===== src/rtl/crc8_frame_arbiter.sv =====
// Frame-granular round-robin arbiter that shares one CRC-8 calculator between
// the RX parser (requester 0) and the TX builder (requester 1).

module crc8_frame_lane (
    input  logic clk,
    input  logic rst_n,
    input  logic sel,
    input  logic grant,
    input  logic rel,
    input  logic in_stream,
    input  logic in_done,
    input  logic in_abort,
    output logic gnt,
    output logic ready,
    output logic done,
    output logic abort
);
    always_ff @(posedge clk) begin
        if (!rst_n)     gnt <= 1'b0;
        else if (grant) gnt <= sel;
        else if (rel)   gnt <= 1'b0;
    end

    always_comb begin
        ready = gnt & in_stream;
        done  = gnt & in_done;
        abort = gnt & in_abort;
    end
endmodule

module crc8_frame_arbiter #(
    parameter int TIMEOUT_CYCLES = 256,
    parameter int CNT_W          = 9
) (
    input  logic        clk,
    input  logic        rst_n,
    input  logic [1:0]  req_i,
    output logic [1:0]  gnt_o,
    input  logic [1:0]  byte_valid_i,
    input  logic [15:0] byte_data_i,
    input  logic [1:0]  byte_last_i,
    output logic [1:0]  byte_ready_o,
    output logic [7:0]  crc_result_o,
    output logic [1:0]  crc_done_o,
    output logic [1:0]  crc_abort_o,
    output logic        busy_o,
    output logic        calc_reset_o,
    output logic        calc_enable_o,
    output logic [7:0]  calc_data_o,
    input  logic [7:0]  calc_crc_i
);
    localparam int NUM_REQ = 2;
    localparam logic [CNT_W-1:0] TO_LIM = CNT_W'(TIMEOUT_CYCLES);

    typedef enum logic [2:0] {S_IDLE, S_CLEAR, S_STREAM, S_DONE, S_ABORT} state_t;

    state_t           state, state_nxt;
    logic             owner;
    logic             last_served;
    logic             pick;
    logic             accept, accept_last, timeout_hit;
    logic             set_gnt, rel_gnt;
    logic             st_stream, st_done, st_abort;
    logic [CNT_W-1:0] idle_cnt, idle_cnt_inc;

    // grant is one-hot and held for the whole frame, so the upper bit names the owner
    assign owner = gnt_o[1];

    always_comb begin
        pick         = (req_i == 2'b11) ? ~last_served : req_i[1];
        accept       = (state == S_STREAM) & byte_valid_i[owner];
        accept_last  = accept & byte_last_i[owner];
        idle_cnt_inc = idle_cnt + 1'b1;
        timeout_hit  = (TIMEOUT_CYCLES != 0) && (state == S_STREAM) && !accept &&
                       (idle_cnt_inc == TO_LIM);
    end

    always_ff @(posedge clk) begin
        if (!rst_n) state <= S_IDLE;
        else        state <= state_nxt;
    end

    always_comb begin
        state_nxt = state;
        case (state)
            S_IDLE:   if (|req_i) state_nxt = S_CLEAR;
            S_CLEAR:  state_nxt = S_STREAM;
            S_STREAM: begin
                if (accept_last)      state_nxt = S_DONE;
                else if (timeout_hit) state_nxt = S_ABORT;
            end
            S_DONE:   state_nxt = S_IDLE;
            S_ABORT:  state_nxt = S_IDLE;
            default:  state_nxt = S_IDLE;
        endcase
    end

    always_comb begin
        busy_o        = (state != S_IDLE);
        calc_reset_o  = (state == S_CLEAR);
        calc_enable_o = accept;
        calc_data_o   = accept ? (owner ? byte_data_i[15:8] : byte_data_i[7:0]) : 8'h00;
        st_stream     = (state == S_STREAM);
        st_done       = (state == S_DONE);
        st_abort      = (state == S_ABORT);
        set_gnt       = (state == S_IDLE) & (|req_i);
        rel_gnt       = st_done | st_abort;
    end

    // stall counter only runs while streaming; an accepted byte always restarts it
    always_ff @(posedge clk) begin
        if (!rst_n) begin
            idle_cnt     <= '0;
            last_served  <= 1'b1;
            crc_result_o <= 8'h00;
        end else begin
            if (state == S_CLEAR || accept) idle_cnt <= '0;
            else if (state == S_STREAM)     idle_cnt <= idle_cnt_inc;
            if (accept_last) crc_result_o <= calc_crc_i;
            if (rel_gnt)     last_served  <= owner;
        end
    end

    for (genvar i = 0; i < NUM_REQ; i++) begin : g_lane
        localparam logic IDX = 1'(i);
        crc8_frame_lane u_lane (
            .clk       (clk),
            .rst_n     (rst_n),
            .sel       (pick == IDX),
            .grant     (set_gnt),
            .rel       (rel_gnt),
            .in_stream (st_stream),
            .in_done   (st_done),
            .in_abort  (st_abort),
            .gnt       (gnt_o[i]),
            .ready     (byte_ready_o[i]),
            .done      (crc_done_o[i]),
            .abort     (crc_abort_o[i])
        );
    end
endmodule


===== config.mk =====
export PLATFORM = sky130hd
export DESIGN_NAME = crc8_frame_arbiter
export DESIGN_NICKNAME = d
export VERILOG_FILES = /design/src/rtl/crc8_frame_arbiter.sv
export SDC_FILE = /design/constraint.sdc
export NUM_CORES = 1
export LEC_CHECK = 0
export CAP_MARGIN = 20
export CORE_MARGIN = 3
export CORE_UTILIZATION = 25
export DETAILED_ROUTE_END_ITERATION = 10
export GPL_TIMING_DRIVEN = 0
export HOLD_SLACK_MARGIN = 0.08
export SLEW_MARGIN = 20
export SYNTH_ARGS = -nofsm -noshare
export SYNTH_HDL_FRONTEND = slang
export SYNTH_SLANG_ARGS = --single-unit

===== constraint.sdc =====
create_clock -name clk -period 2.2 [get_ports clk]
set_input_delay 0.33 -clock clk [delete_from_list [all_inputs] [get_ports clk]]
set_output_delay 0.33 -clock clk [all_outputs]
set_load 0.01 [all_outputs]

# Word-level counts from Yosys, hierarchy flattened
# Index checks and enable logic that the tools add are counted.
# op_classes
n_mux	14
bitwise_logic	13
n_reduce_logical	10
addsub	1
n_lt_le_gt_ge	1
eq_ne	8
# ops
operator	n
8-bit 2-to-1 mux	2
9-bit by 1-bit adder with 9-bit output (second input constant)	1
1-bit AND	9
9-bit equality test (second input constant)	1
3-bit 2-to-1 mux	3
3-bit one-hot mux with 3 select lines	1
1-bit 2-to-1 mux	8
3-bit by 2-bit equality test with 1-bit output (second input constant)	2
2-bit OR reduction	2
3-bit by 1-bit equality test with 1-bit output (second input constant)	1
3-bit equality test (second input constant)	1
3-bit zero test	1
3-bit != test (second input constant)	1
1-bit NOT	3
3-bit nonzero test	1
2-bit equality test (second input constant)	1
1-bit logical AND	2
1-bit by 2-bit < comparator with 1-bit output (second input constant)	1
2-bit != test (second input constant)	1
2-bit AND reduction	1
2-bit nonzero test	1
1-bit zero test	1
1-bit logical OR	1
1-bit OR	1
# word_totals
register_bits	23
in_bits	32
elab_cells	53
output_inout_bits	27

# Logic depth before layout (Yosys ltp)
# Gate-level depths: netlist of the first run.
# depth
depth_word	9
depth_mapped	7

# Cells and area by module
# A second synthesis of the first run with hierarchy kept.
# hier_totals
hier_cells	148
hier_area_um2	1305.0
# by_module_without_submodules
mod	instances	area_per_inst_um2	seq_area_each_um2	cells_per_inst
crc8_frame_arbiter	1	1189.9	420.4	136
crc8_frame_lane	2	57.6	20.0	6

# Worst setup path before layout of the first run
# Ideal clock, no wire load.
# synth_timing
kind	register -> register
startpoint	register idle_cnt[0]
endpoint	register state[2]
path_buffers	1
arrival_ps	1621
path_stages_with_launch	7
setup_slack_ps	519
setup_time_ps	60
path_cell_list	dfxtp_1 ha_1 buf_2 or4_1 o21ai_1 o2111a_1 and3_1
# synth_between
elab_chain_cells	5
# synth_lines
item	line_no	source
start: declaration	64	logic [CNT_W-1:0] idle_cnt, idle_cnt_inc;
start signal: assignment	118	else if (state == S_STREAM) idle_cnt <= idle_cnt_inc;
9-bit by 1-bit adder with 9-bit output	73	idle_cnt_inc = idle_cnt + 1'b1;
9-bit equality test	75	(idle_cnt_inc == TO_LIM);
1-bit logical AND	74	timeout_hit = (TIMEOUT_CYCLES != 0) && (state == S_STREAM) && !accept &&
3-bit != test (no source line)	-	
2-bit AND reduction (no source line)	-	
end signal: assignment	80	else state <= state_nxt;
end: declaration	57	state_t state, state_nxt;
# Every way passes these cells.
# A chain may end at the register's enable or synchronous reset.

# Final worst setup path of the first run
# layout_timing
startpoint	register state[1]
endpoint	output byte_ready_o[0]
# layout_between
elab_chain_cells	2
# layout_lines
item	line_no	source
3-bit by 2-bit equality test with 1-bit output	103	st_stream = (state == S_STREAM);
1-bit AND	25	ready = gnt & in_stream;
end: declaration	42	output logic [1:0] byte_ready_o,
# Every way passes these cells.

==> results of run 1 <==
area by class of cell:
cell class | instances | area [um^2] | area share
plain buffers | 14 | 108 | 0.0502
clock buffers | 4 | 45.0 | 0.0210
inverters | 2 | 7.51 | 0.00350
multi-input cells | 119 | 818 | 0.382
flip-flops and latches | 23 | 470 | 0.219
well taps | 70 | 87.6 | 0.0409
repair buffers | 61 | 607 | 0.283
per-stage QoR:
step	setup WS, ns	hold slack [ns]	utilization	instance area, um^2	instances
global route	0.0101	0.518	0.412	2140	293
CTS	0.00299	0.490	0.409	2130	294
detailed placement	-0.126	0.469	0.391	2040	288
floorplan	0.519	0.445	-	1370	160
finish	0.0915	0.488	0.412	2140	293
global placement	-0.104	0.460	0.391	2040	288
cells by family (layout without fill, tap and decap cells):
logic type	Yosys count	in the layout	synth area share
AND/OR/NAND/NOR	74	74	0.290
flip-flops	23	23	0.337
multiplexers	20	20	0.146
buffers and inverters	18	81	0.0778
XOR/XNOR	12	12	0.0769
AO/OA/AOI/OAI	11	11	0.0540
adder cells (fa/ha/maj)	2	2	0.0183
sequential cells by signal, summed over array words and instances, names as in the netlist:
| register | count |
|---|---|
| g_lane.u_lane.gnt | 2 |
| crc_result_o | 8 |
| state | 3 |
| idle_cnt | 9 |
| last_served | 1 |
Yosys cell counts:
master                     number  area share
sky130_fd_sc_hd__clkbuf_1       2      0.0055
sky130_fd_sc_hd__buf_1          1      0.0027
sky130_fd_sc_hd__nand2b_1       2      0.0091
sky130_fd_sc_hd__nor3b_1        1      0.0055
sky130_fd_sc_hd__mux2i_1       20        0.15
sky130_fd_sc_hd__nor2b_1        8       0.037
sky130_fd_sc_hd__nand2_1       13       0.036
sky130_fd_sc_hd__nor4_1         1      0.0046
sky130_fd_sc_hd__a311oi_1       1      0.0064
sky130_fd_sc_hd__nand3b_1       1      0.0055
sky130_fd_sc_hd__a21boi_0       1      0.0055
sky130_fd_sc_hd__o31ai_1        1      0.0055
sky130_fd_sc_hd__and3_1         5       0.023
sky130_fd_sc_hd__nand4_2        1      0.0091
sky130_fd_sc_hd__nor4b_1        2       0.013
sky130_fd_sc_hd__o21ai_0        1      0.0037
sky130_fd_sc_hd__xnor2_1        6       0.038
sky130_fd_sc_hd__and2_1         4       0.018
sky130_fd_sc_hd__or3_1          1      0.0046
sky130_fd_sc_hd__buf_2          4       0.015
sky130_fd_sc_hd__nor3_1         2      0.0073
sky130_fd_sc_hd__inv_1          2      0.0055
sky130_fd_sc_hd__nand4_1        3       0.014
sky130_fd_sc_hd__a31oi_1        1      0.0046
sky130_fd_sc_hd__or4_1          1      0.0055
sky130_fd_sc_hd__nor3b_2        1      0.0091
sky130_fd_sc_hd__o2111a_1       1      0.0082
sky130_fd_sc_hd__a21oi_1        3       0.011
sky130_fd_sc_hd__nor2_4         1      0.0082
sky130_fd_sc_hd__xor2_1         6       0.038
sky130_fd_sc_hd__dfxtp_1       23        0.34
sky130_fd_sc_hd__o21ai_1        1      0.0037
sky130_fd_sc_hd__buf_4          9       0.049
sky130_fd_sc_hd__ha_1           2       0.018
sky130_fd_sc_hd__o211ai_1       1      0.0055
sky130_fd_sc_hd__nor2_1        21       0.058
sky130_fd_sc_hd__and3_2         1      0.0055
sky130_fd_sc_hd__nand3_1        5       0.018
power by group through the flow:
| stage | Sequential (mW) | Combinational, mW | Clock [mW] |
|---|---|---|---|
| after global routing | 0.532 | 0.665 | 0.288 |
| after global placement | 0.522 | 0.566 | 0 |
| after CTS | 0.521 | 0.617 | 0.273 |
| after detailed placement | 0.523 | 0.572 | 0 |
| final | 0.525 | 0.605 | 0.258 |
| after floorplan | 0.516 | 0.321 | 0 |
path summary, 6_finish.rpt:
check	cells past startpoint	slack, ns	endpoint
max reg2reg	6	0.37	state[2]
min	2	0.49	last_served
min reg2reg	2	0.49	last_served
max	5	0.09	byte_ready_o[0]
metal layers:
metal	vias to the layer above	global-route usage
met5	-	0
met4	0	0.0439
met3	8	0.0214
met2	31	0.167
met1	569	0.139
li1	664	-
repair_timing:
item                                   in CTS  in global routing
pin swaps                                   1                  0
setup buffers                               3                  0
setup endpoints to repair                  13                  8
endpoints found under the hold margin       0                  0
resized for setup                          16                  8
worst max-delay path: stages (launching register included):
cell                              delay, ns
sky130_fd_sc_hd__dfxtp_4               0.38
sky130_fd_sc_hd__nor3b_4               0.21
sky130_fd_sc_hd__buf_6                 0.17
sky130_fd_sc_hd__and2_1                0.13
sky130_fd_sc_hd__buf_4                 0.09
sky130_fd_sc_hd__clkdlybuf4s50_1       0.53
==> summary by stage, run 1 <==
Routing
In the routed layout, each cell is associated on average with a via count of 4.34. After detailed routing, the number of remaining DRC violations is 0. The sum of met2 wire segment lengths after detailed routing is ~1500 um. The number of iterations in the first detailed-routing pass is 4.

Detailed routing placed a total of around 160 um of wire on met3. The total number of vias is around 1300. The residual antenna-violating net count after detailed routing is 0.

Dividing the detail-routed wire length by the instance count gives 11.3 um. The top layer used by detailed routing is met4. The aggregate routed wire length is about 3300 um.

In the final routing, the length of wire on met1 measures about 1600 um. The violation count after the first detailed-route iteration is 26.

STA
In the final timing run, aggregate negative setup slack is 0 ns. Of the available clock period, the critical path in the final layout requires 0.958. The total count of hold-check failures in the final report is 0. Setup repair after global routing left no endpoint under its margin. The setup-violating endpoint count in the final report is 0. The number of pins exceeding their max-slew limit in the final report came to 0. In this run the tightest slew margin relative to its limit is 0.741. The highest clock rate is between 400 and 500 MHz. The final worst clock skew is approximately 0.0057 ns. The final critical-path required period is 2.11 ns.

At the pin with the least slew margin, the transition time is approximately 0.39 ns.

Power and ir drop
The power consumption is around 1.4 mW. The proportion of power drawn by flip-flops and latches is 0.378. The leakage power of the design is between 0.8 and 0.9 nW.

Of the total power, the share spent switching nets is 0.328. The internal power of the cells totals 933 uW. The logic gate share of total power is 0.436. The peak supply drop is roughly 420 uV. Power spread over the standard cell area amounts to 648 nW/um^2. The analysis attributes to net switching a power of 456 uW. The share of total power dissipated in the clock network is 0.186.

Synthesis
The number of different library cells used by synthesis comes to 38. A synthesized cell averages ~8.5 um^2. The net count after synthesis is between 150 and 200.

In this run, synthesis produced a sequential element count of 23. The sequential area share after synthesis is 0.337. The synthesized netlist cell count is 160.

During synthesis, Yosys emitted a total of 0 warnings. The area of the mapped netlist is between 1000 and 1500 um^2.

Setup path
The type of origin of the critical path is a flop. STA classifies the critical path endpoint as a primary output. In this run the worst path has a maximum fanout of 10. In this run the worst setup path begins at state[1]. The beginning of the worst register-to-register path is idle_cnt[0]. The arrival time at the worst endpoint is ~1.8 ns.

At the worst endpoint, the required time is ~1.9 ns. The critical path is of the flop to primary output type.

Global route
The global-route wire length before repair is between 5000 and 6000 um. The pin count of the biggest net entering global routing is 13. The number of antenna violations at the first check in global routing is 0.

For this run the aggregate overflow at the end of global routing stands at 0. The global-route total usage across every layer is 0.106. The number of global-route vias before repair was around 1200.

Clock network
The clock tree buffer depth is 2. In this run the clock root is driven by a sky130_fd_sc_hd__clkbuf_8. For the worst-skew pair, the clock arrives at the later sink with an insertion delay of ~0.26 ns.

The hold-fix buffer count after cts is 0. After clock tree synthesis, the clock-pin slew on the worst setup and hold paths is around 0.080 ns. The number of sinks driven by the clock tree is 23. The number of buffers created by CTS is 3. The total number of H-tree levels is 1. TritonCTS built the clock tree.

Cells and area
The filler cells instantiated in the layout total between 500 and 600. The layout-stage area growth over the synthesis result is 56.7%. In the layout the commonest cells are sky130_fd_sc_hd__clkdlybuf4s50_1, sky130_fd_sc_hd__nor2_1, sky130_fd_sc_hd__mux2i_1, sky130_fd_sc_hd__dfxtp_1, sky130_fd_sc_hd__nand2_1. Leaving out fill and tap cells, the most frequent cell in the layout is sky130_fd_sc_hd__clkdlybuf4s50_1.

The fraction of final layout cells sized beyond drive strength 1 is 0.130. The number of nets in the finished design is roughly 260. The number of antenna diodes in the final layout is 0.

Floorplanning
The width of the die is between 70 and 80 um. The floorplan step defined a die boundary enclosing 6390 um^2. The number of top-level pins is 59. The site row count is 26.

The initial utilization of the core area, before any placement, comes to 0.263. The region available for standard cell placement spans 5200 um^2. The die is approximately 80 um tall.

Worst hold path
The worst hold path begins at last_served. The type of the worst min-delay path is flop to flop.

Run
The reported max-cap violation count is 0.

Place
After legalization and detailed placement, the total HPWL measured about 2600 um. In this run the tool buffered the top-level ports with 58 buffer cells. The final weighted congestion in routability-driven placement is around 0.77.

Status
The run finished with clean final reports.
Note: power is estimated with default switching activity, not from simulation.
==> run 2, diff against run 1 <==
--- a/config.mk
+++ b/config.mk
@@ -15,3 +15,4 @@
 export SYNTH_ARGS = -nofsm -noshare
 export SYNTH_HDL_FRONTEND = slang
 export SYNTH_SLANG_ARGS = --single-unit
+export TNS_END_PERCENT = 10
==> summary by stage, run 2 (synthesis results as in run 1) <==
Status
The flow ran to the end, and the final reports show no timing, DRC or antenna violations.

Clock network
TritonCTS created 3 clock buffers. Clock latency on the worst-skew pair, taken at its later pin, is 0.26 ns. The clock tree from TritonCTS is done.

The hold-fix buffer count after cts is 0. After clock tree synthesis, the clock-pin slew on the worst setup and hold paths is around 0.080 ns. The clock tree buffer depth is 2. CTS built an H-tree with a depth of 1. The tree is rooted in a sky130_fd_sc_hd__clkbuf_8.

The number of sinks driven by the clock tree is 23.

Cells and area
At the end of the flow, the number of nets in the layout was approximately 260. The repair_antennas step left the layout with diodes totalling 0. The register with the most flip-flops in the layout has 9 of them.

The fraction of final layout cells sized beyond drive strength 1 is 0.126. Leaving out fill and tap cells, the most frequent cell in the layout is sky130_fd_sc_hd__clkdlybuf4s50_1. Leaving out fill and tap cells, the most frequent cells in the layout are sky130_fd_sc_hd__clkdlybuf4s50_1, sky130_fd_sc_hd__nor2_1, sky130_fd_sc_hd__dfxtp_1.

In the final layout, the registers with the most flip-flops are idle_cnt x9, crc_result_o x8, state x3. Counting flops per register, the top entry is idle_cnt. The number of non-filler instances in the completed layout is ~290.

From synthesis to final layout, the design area changed by 55.5%.

Setup path
The critical path in this run is classified as flop to primary output. In this run the worst path has a maximum fanout of 10. For the worst setup path, the data required time is roughly 1.9 ns. STA puts the critical path data arrival time at roughly 1.8 ns. The type of origin of the critical path is a flop. STA classifies the critical path endpoint as a primary output.

Floorplanning
In this run the horizontal extent of the chip is roughly 80 um. The height of the die is approximately 80 um. The core region is approximately 5200 um^2.

The site row count is 26. During I/O placement, the number of pins put on the boundary was 59. The die covers roughly 6400 um^2. The starting utilization of the core area is 0.263.

STA
The number of pins exceeding their max-slew limit in the final report is 0. Static timing analysis puts the maximum clock frequency at roughly 460 MHz. The final worst clock skew is 0.00602 ns. Setup repair after global routing could not meet its margin everywhere. Dividing the final minimum period by the clock period gives 0.987. The final worst setup slack is about 0.030 ns. Measured against its own limit, the worst slew margin works out to 0.742.

The slew of the pin with the lowest slew margin is 0.385 ns. The total count of hold-check failures in the final report was 0. The worst path needs 2.17 ns of the cycle, external delays included. The setup-violating endpoint count in the final report is 0.

Global route
The number of global-route vias before repair was between 1000 and 1500. The pin count of the biggest net entering global routing is 13. The global-route wire length before repair is ~5400 um. The global-route total usage across every layer is 0.106. The number of antenna violations at the first check in global routing is 0.

The total overflow left after global routing is 0.

Power and ir drop
The power consumption is 1.39 mW. The switching part of the total is 0.330. The analysis attributes to net switching a power of ~460 uW. VDD sags by at most ~420 uV. The proportion of power drawn by flip-flops and latches is 0.378.

For this design the static power due to leakage is around 0.84 nW. The internal portion of total power is 932 uW. The proportion of power drawn by the clock network is 0.186. Dividing total power by cell area gives a power density of between 600 and 700 nW/um^2. The logic gate share of total power is 0.436.

Routing
The violation count after the first detailed-route iteration is 31. The residual antenna-violating net count after detailed routing is 0. The total number of vias is ~1300.

The ratio of routed vias to standard cells is roughly 4.4. After detailed routing, the number of remaining DRC violations is 0. The routed wirelength normalized by instance count is between 10 and 15 um. The first detailed-routing pass took 4 iterations. Wires add up to around 3300 um.

Place
Prior to clock tree synthesis, the placed netlist has a worst setup slack of -0.126 ns. After legalization and detailed placement, the total HPWL measured 2580 um. The number of cells in the design after placement is around 290.

The final weighted congestion in routability-driven placement is around 0.77. In this run the tool buffered the top-level ports with 58 buffer cells.

Run
The reported max-cap violation count is 0.

Worst hold path
The tightest min-delay check is of the flop to flop type.
run 2: final timing paths:
kind	startpoint	endpoint	slack, ns	depth (start not counted)
worst min register to register	last_served	last_served	0.49	2
worst max-delay path	g_lane[1].u_lane.gnt	calc_enable_o	0.03	6
worst max register to register	idle_cnt[0]	state[2]	0.37	6
worst min-delay path	last_served	last_served	0.49	2
run 2: layout make-up:
cell class / instances / area [um^2]
Fill cell: 545 / 3080
Multi-Input combinational cell: 119 / 818
Timing Repair Buffer: 60 / 589
Sequential cell: 23 / 467
Buffer: 15 / 113
Tap cell: 70 / 87.6
Clock buffer: 4 / 45.0
Inverter: 2 / 7.51
run 2: per-layer routing:
metal  track usage  up-vias  share of wire
met5             0        -              0
met4        0.0439        0          0.019
met3        0.0214        8          0.051
met2         0.166       33           0.45
met1         0.139      580           0.48
li1              -      664              -
run 2: through the flow:
stage / utilization / hold slack (ns) / area, um^2 / setup TNS, ns
detailed placement: 0.391 / 0.469 / 2040 / -1.02
finish: 0.409 / 0.488 / 2130 / 0
floorplan: - / 0.445 / 1370 / 0
CTS: 0.407 / 0.490 / 2120 / -0.0107
global placement: 0.391 / 0.460 / 2040 / -0.828
global route: 0.409 / 0.518 / 2130 / -0.186
run 2: repair_timing:
item / 4_1_cts / 5_1_grt
gates resized for setup: 18 / 3
setup buffers: 2 / 0
setup endpoints to repair: 13 / 6
pin swaps: 1 / 0
run 2: power by group through the flow:
stage | Clock [mW] | Sequential, mW | Combinational, mW
global placement | 0 | 0.522 | 0.566
CTS | 0.273 | 0.521 | 0.610
finish | 0.259 | 0.526 | 0.606
floorplan | 0 | 0.516 | 0.321
detailed placement | 0 | 0.523 | 0.572
global route | 0.288 | 0.533 | 0.664
run 2: worst max-delay path: stages, from the launching register on:
cell and delay, ns:
sky130_fd_sc_hd__dfxtp_1 0.35, sky130_fd_sc_hd__buf_6 0.15, sky130_fd_sc_hd__mux2i_2 0.24, sky130_fd_sc_hd__nand2b_4 0.18
sky130_fd_sc_hd__buf_6 0.14, sky130_fd_sc_hd__inv_1 0.04, sky130_fd_sc_hd__clkdlybuf4s50_1 0.47
